## src/rtl/filter2d_gen.sv

```systemverilog
`default_nettype none
// ============================================================================
// Module   : filter2d_gen
// Brief    : Streams an IMG_W x IMG_H unsigned image from single-port SRAM,
//            applies a programmable signed 3x3 kernel (zero or replicate
//            border), and writes the rounded, saturated result back to SRAM.
// Revision : 1.0 - initial parametrised release
// ============================================================================
module filter2d_gen #(
    parameter int IMG_W   = 256,
    parameter int IMG_H   = 256,
    parameter int PIX_W   = 8,
    parameter int COEF_W  = 8,
    parameter int FRAC    = 7,
    parameter int ADDR_W  = 17,
    parameter int RD_BASE = 0,
    parameter int WR_BASE = 65536
) (
    input  logic                     clk,
    input  logic                     reset_n,
    input  logic                     start,
    input  logic                     border_mode,
    output logic                     busy,
    output logic                     finish,
    output logic                     cs,
    output logic                     we,
    output logic [ADDR_W-1:0]        addr,
    output logic [PIX_W-1:0]         din,
    input  logic [PIX_W-1:0]         dout,
    input  logic                     h_write,
    input  logic [3:0]               h_idx,
    input  logic signed [COEF_W-1:0] h_data
);

    // Signed coordinate widths wide enough to hold -1 .. IMG_W (resp. IMG_H)
    localparam int c_xw     = $clog2(IMG_W) + 2;
    localparam int c_yw     = $clog2(IMG_H) + 2;
    localparam int c_acc_w  = PIX_W + COEF_W + 4;
    localparam int c_prod_w = PIX_W + 1 + COEF_W;

    localparam logic signed [c_xw-1:0]    c_x_max   = c_xw'(IMG_W - 1);
    localparam logic signed [c_yw-1:0]    c_y_max   = c_yw'(IMG_H - 1);
    localparam logic [ADDR_W-1:0]         c_rd_base = ADDR_W'(RD_BASE);
    localparam logic [ADDR_W-1:0]         c_wr_base = ADDR_W'(WR_BASE);
    localparam logic [ADDR_W-1:0]         c_stride  = ADDR_W'(IMG_W);
    localparam logic signed [c_acc_w-1:0] c_half    = c_acc_w'(2 ** (FRAC - 1));
    localparam logic signed [c_acc_w-1:0] c_pix_max = c_acc_w'(2 ** PIX_W - 1);

    // Q1.7 Gaussian, sum 128
    localparam logic signed [COEF_W-1:0] c_h_def [9] = '{
        COEF_W'(8),  COEF_W'(16), COEF_W'(8),
        COEF_W'(16), COEF_W'(32), COEF_W'(16),
        COEF_W'(8),  COEF_W'(16), COEF_W'(8)
    };

    typedef enum logic [0:0] {
        S_IDLE = 1'b0,
        S_RUN  = 1'b1
    } state_t;

    state_t                     r_state;
    logic                       r_mode;
    logic                       r_finish;
    logic [3:0]                 r_cnt;
    logic signed [c_xw-1:0]     r_x;
    logic signed [c_yw-1:0]     r_y;
    logic signed [c_acc_w-1:0]  r_acc;
    logic [PIX_W-1:0]           r_pix;
    logic                       r_vld;
    logic signed [COEF_W-1:0]   r_h [9];

    logic signed [c_xw-1:0]     w_dx;
    logic signed [c_yw-1:0]     w_dy;
    logic signed [c_xw-1:0]     w_tx;
    logic signed [c_yw-1:0]     w_ty;
    logic signed [c_xw-1:0]     w_xc;
    logic signed [c_yw-1:0]     w_yc;
    logic                       w_tap_ok;
    logic                       w_tap_phase;
    logic                       w_wr_phase;
    logic [ADDR_W-1:0]          w_rd_addr;
    logic [ADDR_W-1:0]          w_wr_addr;
    logic [3:0]                 w_mac_idx;
    logic signed [c_prod_w-1:0] w_prod;
    logic signed [c_acc_w-1:0]  w_rnd;
    logic signed [c_acc_w-1:0]  w_shift;
    logic [PIX_W-1:0]           w_res;

    assign busy        = (r_state == S_RUN);
    assign finish      = r_finish;
    assign w_tap_phase = busy && (r_cnt <= 4'd8);
    assign w_wr_phase  = busy && (r_cnt == 4'd11);

    // Tap offset for the current cycle, row-major over the 3x3 window
    always_comb begin
        w_dx = c_xw'(1);
        w_dy = c_yw'(1);
        case (r_cnt)
            4'd0, 4'd3, 4'd6: w_dx = {c_xw{1'b1}};
            4'd1, 4'd4, 4'd7: w_dx = '0;
            default:          w_dx = c_xw'(1);
        endcase
        if (r_cnt < 4'd3) begin
            w_dy = {c_yw{1'b1}};
        end else if (r_cnt < 4'd6) begin
            w_dy = '0;
        end
    end

    // Tap coordinate, clamped copy for replicate mode, and in-range test
    always_comb begin
        w_tx = r_x + w_dx;
        w_ty = r_y + w_dy;
        w_xc = w_tx[c_xw-1] ? '0 : ((w_tx > c_x_max) ? c_x_max : w_tx);
        w_yc = w_ty[c_yw-1] ? '0 : ((w_ty > c_y_max) ? c_y_max : w_ty);
        w_tap_ok = r_mode
                || (!w_tx[c_xw-1] && (w_tx <= c_x_max)
                    && !w_ty[c_yw-1] && (w_ty <= c_y_max));
    end

    assign w_rd_addr = c_rd_base + ADDR_W'(w_yc) * c_stride + ADDR_W'(w_xc);
    assign w_wr_addr = c_wr_base + ADDR_W'(r_y) * c_stride + ADDR_W'(r_x);

    // Pixel is zero-extended so 2^PIX_W-1 stays positive in the product
    assign w_mac_idx = ((r_cnt >= 4'd2) && (r_cnt <= 4'd10)) ? (r_cnt - 4'd2) : 4'd0;
    assign w_prod    = $signed({1'b0, r_pix}) * r_h[w_mac_idx];

    // Round half up, arithmetic shift, then saturate into the pixel range
    always_comb begin
        w_rnd   = r_acc + c_half;
        w_shift = w_rnd >>> FRAC;
        if (w_shift[c_acc_w-1]) begin
            w_res = '0;
        end else if (w_shift > c_pix_max) begin
            w_res = {PIX_W{1'b1}};
        end else begin
            w_res = w_shift[PIX_W-1:0];
        end
    end

    assign cs   = (w_tap_phase && w_tap_ok) || w_wr_phase;
    assign we   = w_wr_phase;
    assign addr = w_wr_phase ? w_wr_addr : (cs ? w_rd_addr : '0);
    assign din  = w_res;

    // Control FSM, pixel walk, read pipeline, accumulator and kernel storage
    always_ff @(posedge clk) begin
        if (!reset_n) begin
            r_state  <= S_IDLE;
            r_mode   <= 1'b0;
            r_finish <= 1'b0;
            r_cnt    <= '0;
            r_x      <= '0;
            r_y      <= '0;
            r_acc    <= '0;
            r_pix    <= '0;
            r_vld    <= 1'b0;
            r_h      <= c_h_def;
        end else begin
            r_finish <= 1'b0;
            // Read data is only kept when a real read was issued last cycle
            r_vld    <= w_tap_phase && w_tap_ok;
            r_pix    <= r_vld ? dout : '0;

            if (h_write && !busy && (h_idx <= 4'd8)) begin
                r_h[h_idx] <= h_data;
            end

            case (r_state)
                S_IDLE: begin
                    if (start) begin
                        r_state <= S_RUN;
                        r_mode  <= border_mode;
                        r_cnt   <= '0;
                        r_x     <= '0;
                        r_y     <= '0;
                    end
                end
                S_RUN: begin
                    if (r_cnt == 4'd1) begin
                        r_acc <= '0;
                    end else if ((r_cnt >= 4'd2) && (r_cnt <= 4'd10)) begin
                        r_acc <= r_acc + c_acc_w'(w_prod);
                    end

                    if (r_cnt == 4'd11) begin
                        r_cnt <= '0;
                        if (r_x == c_x_max) begin
                            r_x <= '0;
                            if (r_y == c_y_max) begin
                                r_y      <= '0;
                                r_state  <= S_IDLE;
                                r_finish <= 1'b1;
                            end else begin
                                r_y <= r_y + c_yw'(1);
                            end
                        end else begin
                            r_x <= r_x + c_xw'(1);
                        end
                    end else begin
                        r_cnt <= r_cnt + 4'd1;
                    end
                end
                default: r_state <= S_IDLE;
            endcase
        end
    end

endmodule
`default_nettype wire

```

## config.mk

```make
export PLATFORM = sky130hd
export DESIGN_NAME = filter2d_gen
export DESIGN_NICKNAME = d
export VERILOG_FILES = /design/src/rtl/filter2d_gen.sv
export SDC_FILE = /design/constraint.sdc
export NUM_CORES = 1
export LEC_CHECK = 0
export ABC_AREA = 0
export BUFFER_PORTS_ARGS = -buffer_cell sky130_fd_sc_hd__clkbuf_2
export CAP_MARGIN = 5
export CORE_UTILIZATION = 63
export DETAILED_ROUTE_END_ITERATION = 6
export PLACE_DENSITY = 0.82
export SLEW_MARGIN = 10
export SYNTH_ARGS = -nofsm -noshare
export SYNTH_HDL_FRONTEND = slang
export SYNTH_SLANG_ARGS = --single-unit
```

## constraint.sdc

```tcl
create_clock -name clk -period 9.9 [get_ports clk]
set_clock_uncertainty 0.2 [all_clocks]
set_input_delay 0 -clock clk [delete_from_list [all_inputs] [get_ports clk]]
set_output_delay 0 -clock clk [all_outputs]
set_load 0.01 [all_outputs]
```

==> results.txt, run 1 <==
Busiest grt layer: met2
Starting DRC count in detailed routing: 717
Fmax: 126 MHz
Htree depth: 4
Layout area overhead: 12.3%
# diodes: 0
M1 GR Usage: 39.6%
Crit path launch type: register
HP Start: reset_n
Max Cap Viol: 0
Fraction of layout cells with a size suffix above 1: 8.39%
Max IR drop VDD: 0.121 mV
Cts bufs inserted: 17
Avg Vias per Cell: 6.01
Syn_nets: 1396
Sw Pwr: 0.000387 W
Relative slew slack: 34.3%
Slowest stage cell, crit path: dfxtp_1
Final hold slack: 0.0928 ns
Critical path class: register to register
Sequential area share after synthesis: 24.0%
Initial antenna violation count: 0
PortBufs: 53
Synth top area share: 24.0%
Largest net degree at the start of global routing: 119
Most frequent CP cell: fa_1
GR Util met3: 4.31%
Clk buf depth: 2
Global route overflow: 0
Internal power: 0.000977 W
Clock root buffer: clkbuf_16
# rows: 47
Die width: 132 um
RSZ-0062 raised after global routing: false
DR DRC count: 0
RePlAce Congestion: 0.897
Reg-to-Reg Start: r_cnt[1]
Synth area leader: dfxtp_1
Clock Power Share: 48.5%
GRT Total Usage: 30.6%
Worst Max-Slew Pin Slew: 0.986 ns
TritonCTS clock tree: done
Average size of a mapped cell: 8.82 um^2
CP Capture Type: register
R2R setup slack: 1.94 ns
Commonest cells in the netlist: dfxtp_1 (128), ha_1 (104), nor2b_1 (104)
Hold Path Class: primary input to register
Seq cells post-synth: 128
Slew Viols, Final: 0
Hold Path Cell Cnt: 3
Post-Synthesis Cell Area: 10700 um^2
Vias in the first global route: 8824
Area contributors post-synth: dfxtp_1 (24%), ha_1 (12%), fa_1 (10%), mux2i_1 (8.1%), nor2b_1 (6.1%)
CP required: 10.07 ns
Worst skew pair latency: 0.43 ns
Layout Utilization: 72.3%
Top-count cell post-synth: dfxtp_1
Final #Nets: 1458
Post-Place Cells: 1445
Power Density: 114 nW/um^2
Clk pin slew, worst setup/hold paths: 0.06 ns
CTS Sinks: 128
WL/cell: 17.1 um
DRT Pass-1 Iters: 5
Period utilization: 80.4%
Ys flop type: dfxtp_1
Setup_tns: 0 ns
Reg power frac: 38.6%
Number of enable flip-flop cells after synthesis: 0
Leakage: 5.62 nW
HPWL after DPL: 18500 um
Hold Vio Cnt, Final: 0
Synth cell types: 73
Switching Fraction: 28.4%
Starting Density: 64.4%
Hold Path Sink: r_h[60]
Die height: 132 um
Yosys synthesis warning count: 0
Crit Path Max Fanout: 28
CP arrival: 8.12 ns
Syn Inst Count: 1212
Io pins: 54
Final Non-Filler Cells: 1507
Buffer count from post-CTS setup fixing: 0
Crit. Startpoint: r_cnt[1]
Final-report setup violation count: 0
DIE AREA: 17500 um^2
Final ANT Viol Nets: 0
Drt total wl: 25800 um
Crit path time final: 7.96 ns
First-pass GRT wire length: 43000 um
R2r worst-path depth: 25
Max stage delay on crit path: 0.70 ns
Post-synth ARST share: 0%
Global-route track usage on met2: 52.5%
Tot Pwr: 0.00136 W
Outcome: completed
Total core area: 16600 um^2
Comb power frac: 13.0%
Via count: 9051
Reg2Reg Capture Point: r_acc[18]
-- cell usage in the layout (no fill, tap or decap), drive strengths merged, types with 6 or more instances in the layout --
cell         instances
a21oi               37
buf                  7
dlygate4sd3         30
nand3               49
fa                  55
a22o                13
and2                27
nor3                18
xnor2               36
o21ai               48
dfxtp              128
xor2                30
nand2               87
ha                 104
mux2i               86
a211oi              17
nor2b              104
nor2                70
a21o                14
a22oi                9
a32o                 6
nand2b              16
and3                18
o22ai                7
inv                 99
a21boi              17
clkbuf              69
nand4                7
or3                  6
-- sequential cells by signal (all words and copies together) (netlist names) --
register and count:
r_y 10, r_mode 1, r_acc 20, r_vld 1, busy 1, finish 1
r_cnt 4, r_pix 8, r_x 10, r_h 72
-- metrics by stage --
| stage | area (um^2) | worst slack [ns] |
|---|---|---|
| floorplan | 10700 | 3.04 |
| global placement | 11100 | 2.33 |
| detailed placement | 11100 | 2.08 |
| CTS | 12000 | 1.98 |
| global route | 12000 | 1.52 |
| finish | 12000 | 1.94 |
-- timing repair --
item                                    in CTS  in global routing
endpoints found under the setup margin       0                  0
hold endpoints to repair                    89                  0
gates resized for setup                      0                  0
hold buffers                                30                  0
-- power groups by stage --
stage               logic, W  registers, W  clock network (W)
floorplan           0.000128      0.000535                  0
global placement    0.000161      0.000537                  0
detailed placement  0.000165      0.000537                  0
CTS                 0.000175      0.000526           0.000668
global route        0.000196      0.000527           0.000690
finish              0.000177      0.000526           0.000661
-- layout make-up --
type / instances / area (um^2)
multi-input combinational: 948 / 7590
fill: 1245 / 4590
sequential: 128 / 2560
timing repair buffer: 89 / 611
clock buffer: 17 / 425
inverter: 90 / 338
tap: 220 / 275
clock inverter: 15 / 194
-- per-layer routing --
| layer | vias to the layer above | routed length [um] |
|---|---|---|
| met5 | - | 0 |
| met4 | 0 | 527 |
| met3 | 42 | 1410 |
| met2 | 290 | 12600 |
| met1 | 4380 | 11300 |
| li1 | 4339 | - |
-- worst max-delay path: cells and delay by family, from the launching register on --
| family | cells | cell delay [ns] |
|---|---|---|
| fa+ha+maj | 7 | 3.09 |
| compound gates | 7 | 1.29 |
| mux | 3 | 0.78 |
| simple gates | 5 | 1.66 |
| flops | 1 | 0.70 |
| buf+inv | 3 | 0.15 |
-- logic make-up after synthesis --
logic type | Yosys count | synth area share, %
multiplexers | 89 | 8.37
AO/OA/AOI/OAI | 211 | 14.0
buffers and inverters | 136 | 4.99
AND/OR/NAND/NOR | 422 | 20.7
XOR/XNOR | 66 | 5.41
adder cells (fa/ha/maj) | 159 | 22.5
other | 1 | 0.0351
flip-flops | 128 | 24.0
-- worst max-delay path by stage --
stage          slack [ns]  depth (start not counted)         to
2_1_floorplan        3.04                         29  r_acc[18]
3_3_place_gp         2.33                         25  r_acc[18]
3_5_place_dp         2.08                         25  r_acc[18]
4_1_cts              1.98                         25  r_acc[18]
5_1_grt              1.52                         26  r_acc[18]
6_report             1.94                         25  r_acc[18]
Power figures use the tool's default switching activity.
==> run 2, diff against run 1 <==
--- a/config.mk
+++ b/config.mk
@@ -8,9 +8,9 @@
 export ABC_AREA = 0
 export BUFFER_PORTS_ARGS = -buffer_cell sky130_fd_sc_hd__clkbuf_2
 export CAP_MARGIN = 5
-export CORE_UTILIZATION = 63
+export CORE_UTILIZATION = 57
 export DETAILED_ROUTE_END_ITERATION = 6
-export PLACE_DENSITY = 0.82
+export PLACE_DENSITY = 0.78
 export SLEW_MARGIN = 10
 export SYNTH_ARGS = -nofsm -noshare
 export SYNTH_HDL_FRONTEND = slang
==> constraint.sdc (replaced) <==
create_clock -name clk -period 6.44 [get_ports clk]
set_clock_uncertainty 0.2 [all_clocks]
set_input_delay 0 -clock clk [delete_from_list [all_inputs] [get_ports clk]]
set_output_delay 0 -clock clk [all_outputs]
set_load 0.01 [all_outputs]
==> run 2 against run 1 <==
The run now ends with design-rule violations, negative setup slack left. Largest power group unchanged. Critical endpoint unchanged. Combinational power rose by 83%. Sequential power rose by 54%. Sequential cell count did not move. Critical path depth did not move. Highest routed layer unchanged.
==> results.txt, run 2 (synthesis results as in run 1) <==
Outcome: finished, violations left
Failing checks: design-rule violations, negative setup slack
Leakage: 6.03 nW
Total core area: 18100 um^2
CTS Sinks: 128
Period utilization: 103%
PortBufs: 53
Top flop regs: r_h (72), r_acc (20)
Setup WS post-layout: -0.217 ns
Io pins: 54
Most common cell after layout, fill and taps aside: dfxtp_1
First-pass GRT wire length: 44600 um
Max IR drop VDD: 0.192 mV
Avg Vias per Cell: 5.90
Crit. path cell count: 25
Setup_tns: -0.675 ns
Final-report setup violation count: 8
Die height: 139 um
R2r worst-path depth: 25
Crit. Startpoint: r_cnt[1]
CP Capture Type: register
Crit path time final: 6.66 ns
Cts bufs inserted: 17
Final ANT Viol Nets: 0
Largest net degree at the start of global routing: 119
Most frequent cells in the layout: dfxtp_1 (126), nor2b_1 (101), ha_1 (94), inv_1 (85)
Crit-path leading delay family: adder cells
Final #Nets: 1526
Clk pin slew, worst setup/hold paths: 0.07 ns
GRT Total Usage: 28.7%
Global route overflow: 0
RSZ-0062 raised after global routing: true
# rows: 49
Critical path class: register to register
Clock root buffer: clkbuf_16
Layout area overhead: 21.8%
Hold Vio Cnt, Final: 0
WL/cell: 17.7 um
Hold Path Cell Cnt: 3
DR DRC count: 2
Worst skew pair latency: 0.44 ns
Crit path launch type: register
Htree depth: 4
Initial antenna violation count: 0
Max FFs per register: 72
Max Cap Viol: 0
TritonCTS clock tree: done
Power Density: 166 nW/um^2
HP Start: reset_n
CP arrival: 6.83 ns
Hold Path Class: primary input to register
Starting DRC count in detailed routing: 534
DRT Pass-1 Iters: 7
Slew Viols, Final: 0
Reg-to-Reg Start: r_cnt[1]
Clk buf depth: 2
DIE AREA: 19300 um^2
Most frequent CP cell: fa_1
RePlAce Congestion: 0.911
Drt total wl: 28000 um
Filler instances: 1304
WP buf/inv: 5
Max stage delay on crit path: 0.53 ns
Worst Max-Slew Pin Slew: 1.01 ns
# diodes: 0
Via count: 9350
CP required: 6.61 ns
Largest register by flop count: r_h
Die width: 139 um
Vias in the first global route: 9176
Relative slew slack: 32.6%
Layout Utilization: 71.7%
Fmax: 150 MHz
Starting Density: 58.9%
Fraction of layout cells with a size suffix above 1: 18.1%
HPWL after DPL: 18900 um
Crit Path Max Fanout: 6
Slowest stage cell, crit path: fa_2
==> run 2: cell types whose count changed in the layout (fill, tap and decap cells not counted), sizes merged <==
cell / change
nor2: +1
dlygate4sd3: +1
inv: +1
buf: +66
clkinvlp: +1
clkinv: -2
==> run 2: worst paths after layout <==
| check | endpoint | slack [ns] |
|---|---|---|
| setup / recovery | r_acc[18] | -0.22 |
| hold / removal | r_h[60] | 0.1 |
| setup reg to reg | r_acc[18] | -0.22 |
| hold reg to reg | r_acc[3] | 0.27 |
==> run 2: routing by layer <==
metal  track usage, %  share of wire, %  vias up
li1                 -                 -     4475
met1             36.1                43     4486
met2             49.4                49      312
met3             4.39               5.2       77
met4             10.9               3.1        0
met5                0                 0        -
==> run 2: repair_timing <==
item | 4_1_cts | 5_1_grt
resized for setup | 45 | 52
endpoints found under the setup margin | 7 | 11
setup buffers | 12 | 7
endpoints found under the hold margin | 89 | 0
cloned | 1 | 0
pin swaps | 35 | 51
hold buffers | 31 | 0
==> run 2: stage by stage <==
step / hold WS (ns) / setup slack (ns) / total power [W] / instance area, um^2 / std cells
global placement: 0.0402 / -0.0632 / 0.00109 / 11600 / 1502
finish: 0.0960 / -0.217 / 0.00216 / 13000 / 1584
detailed placement: 0.0425 / -0.329 / 0.00110 / 11600 / 1502
floorplan: -0.0551 / -0.0570 / 0.00102 / 10800 / 1212
CTS: 0.0554 / -0.0137 / 0.00214 / 12700 / 1577
global route: 0.102 / -0.387 / 0.00223 / 13000 / 1584
==> run 2: layout make-up <==
cell class / instances / area (um^2) / share of cell area, %
Sequential cell: 128 / 2570 / 19.7
Timing Repair Buffer: 156 / 1180 / 9.10
Clock buffer: 17 / 425 / 3.27
Multi-Input combinational cell: 949 / 8020 / 61.6
Tap cell: 229 / 287 / 2.20
Inverter: 90 / 340 / 2.61
Clock inverter: 15 / 190 / 1.46
==> run 2: power breakdown <==
part | switching [W] | internal [W]
combinational | 0.000181 | 0.000142
clock | 0.000436 | 0.000591
sequential | 0.0000105 | 0.000799
total | 0.000627 | 0.00153
==> run 2: worst register-to-register path: cells and delay by family (launching register included) <==
family | cells | cell delay [ns]
adder cells (fa/ha/maj) | 6 | 2.75
AO/OA/AOI/OAI | 9 | 1.61
AND/OR/NAND/NOR | 5 | 1.12
flip-flops | 1 | 0.36
buffers and inverters | 5 | 0.54
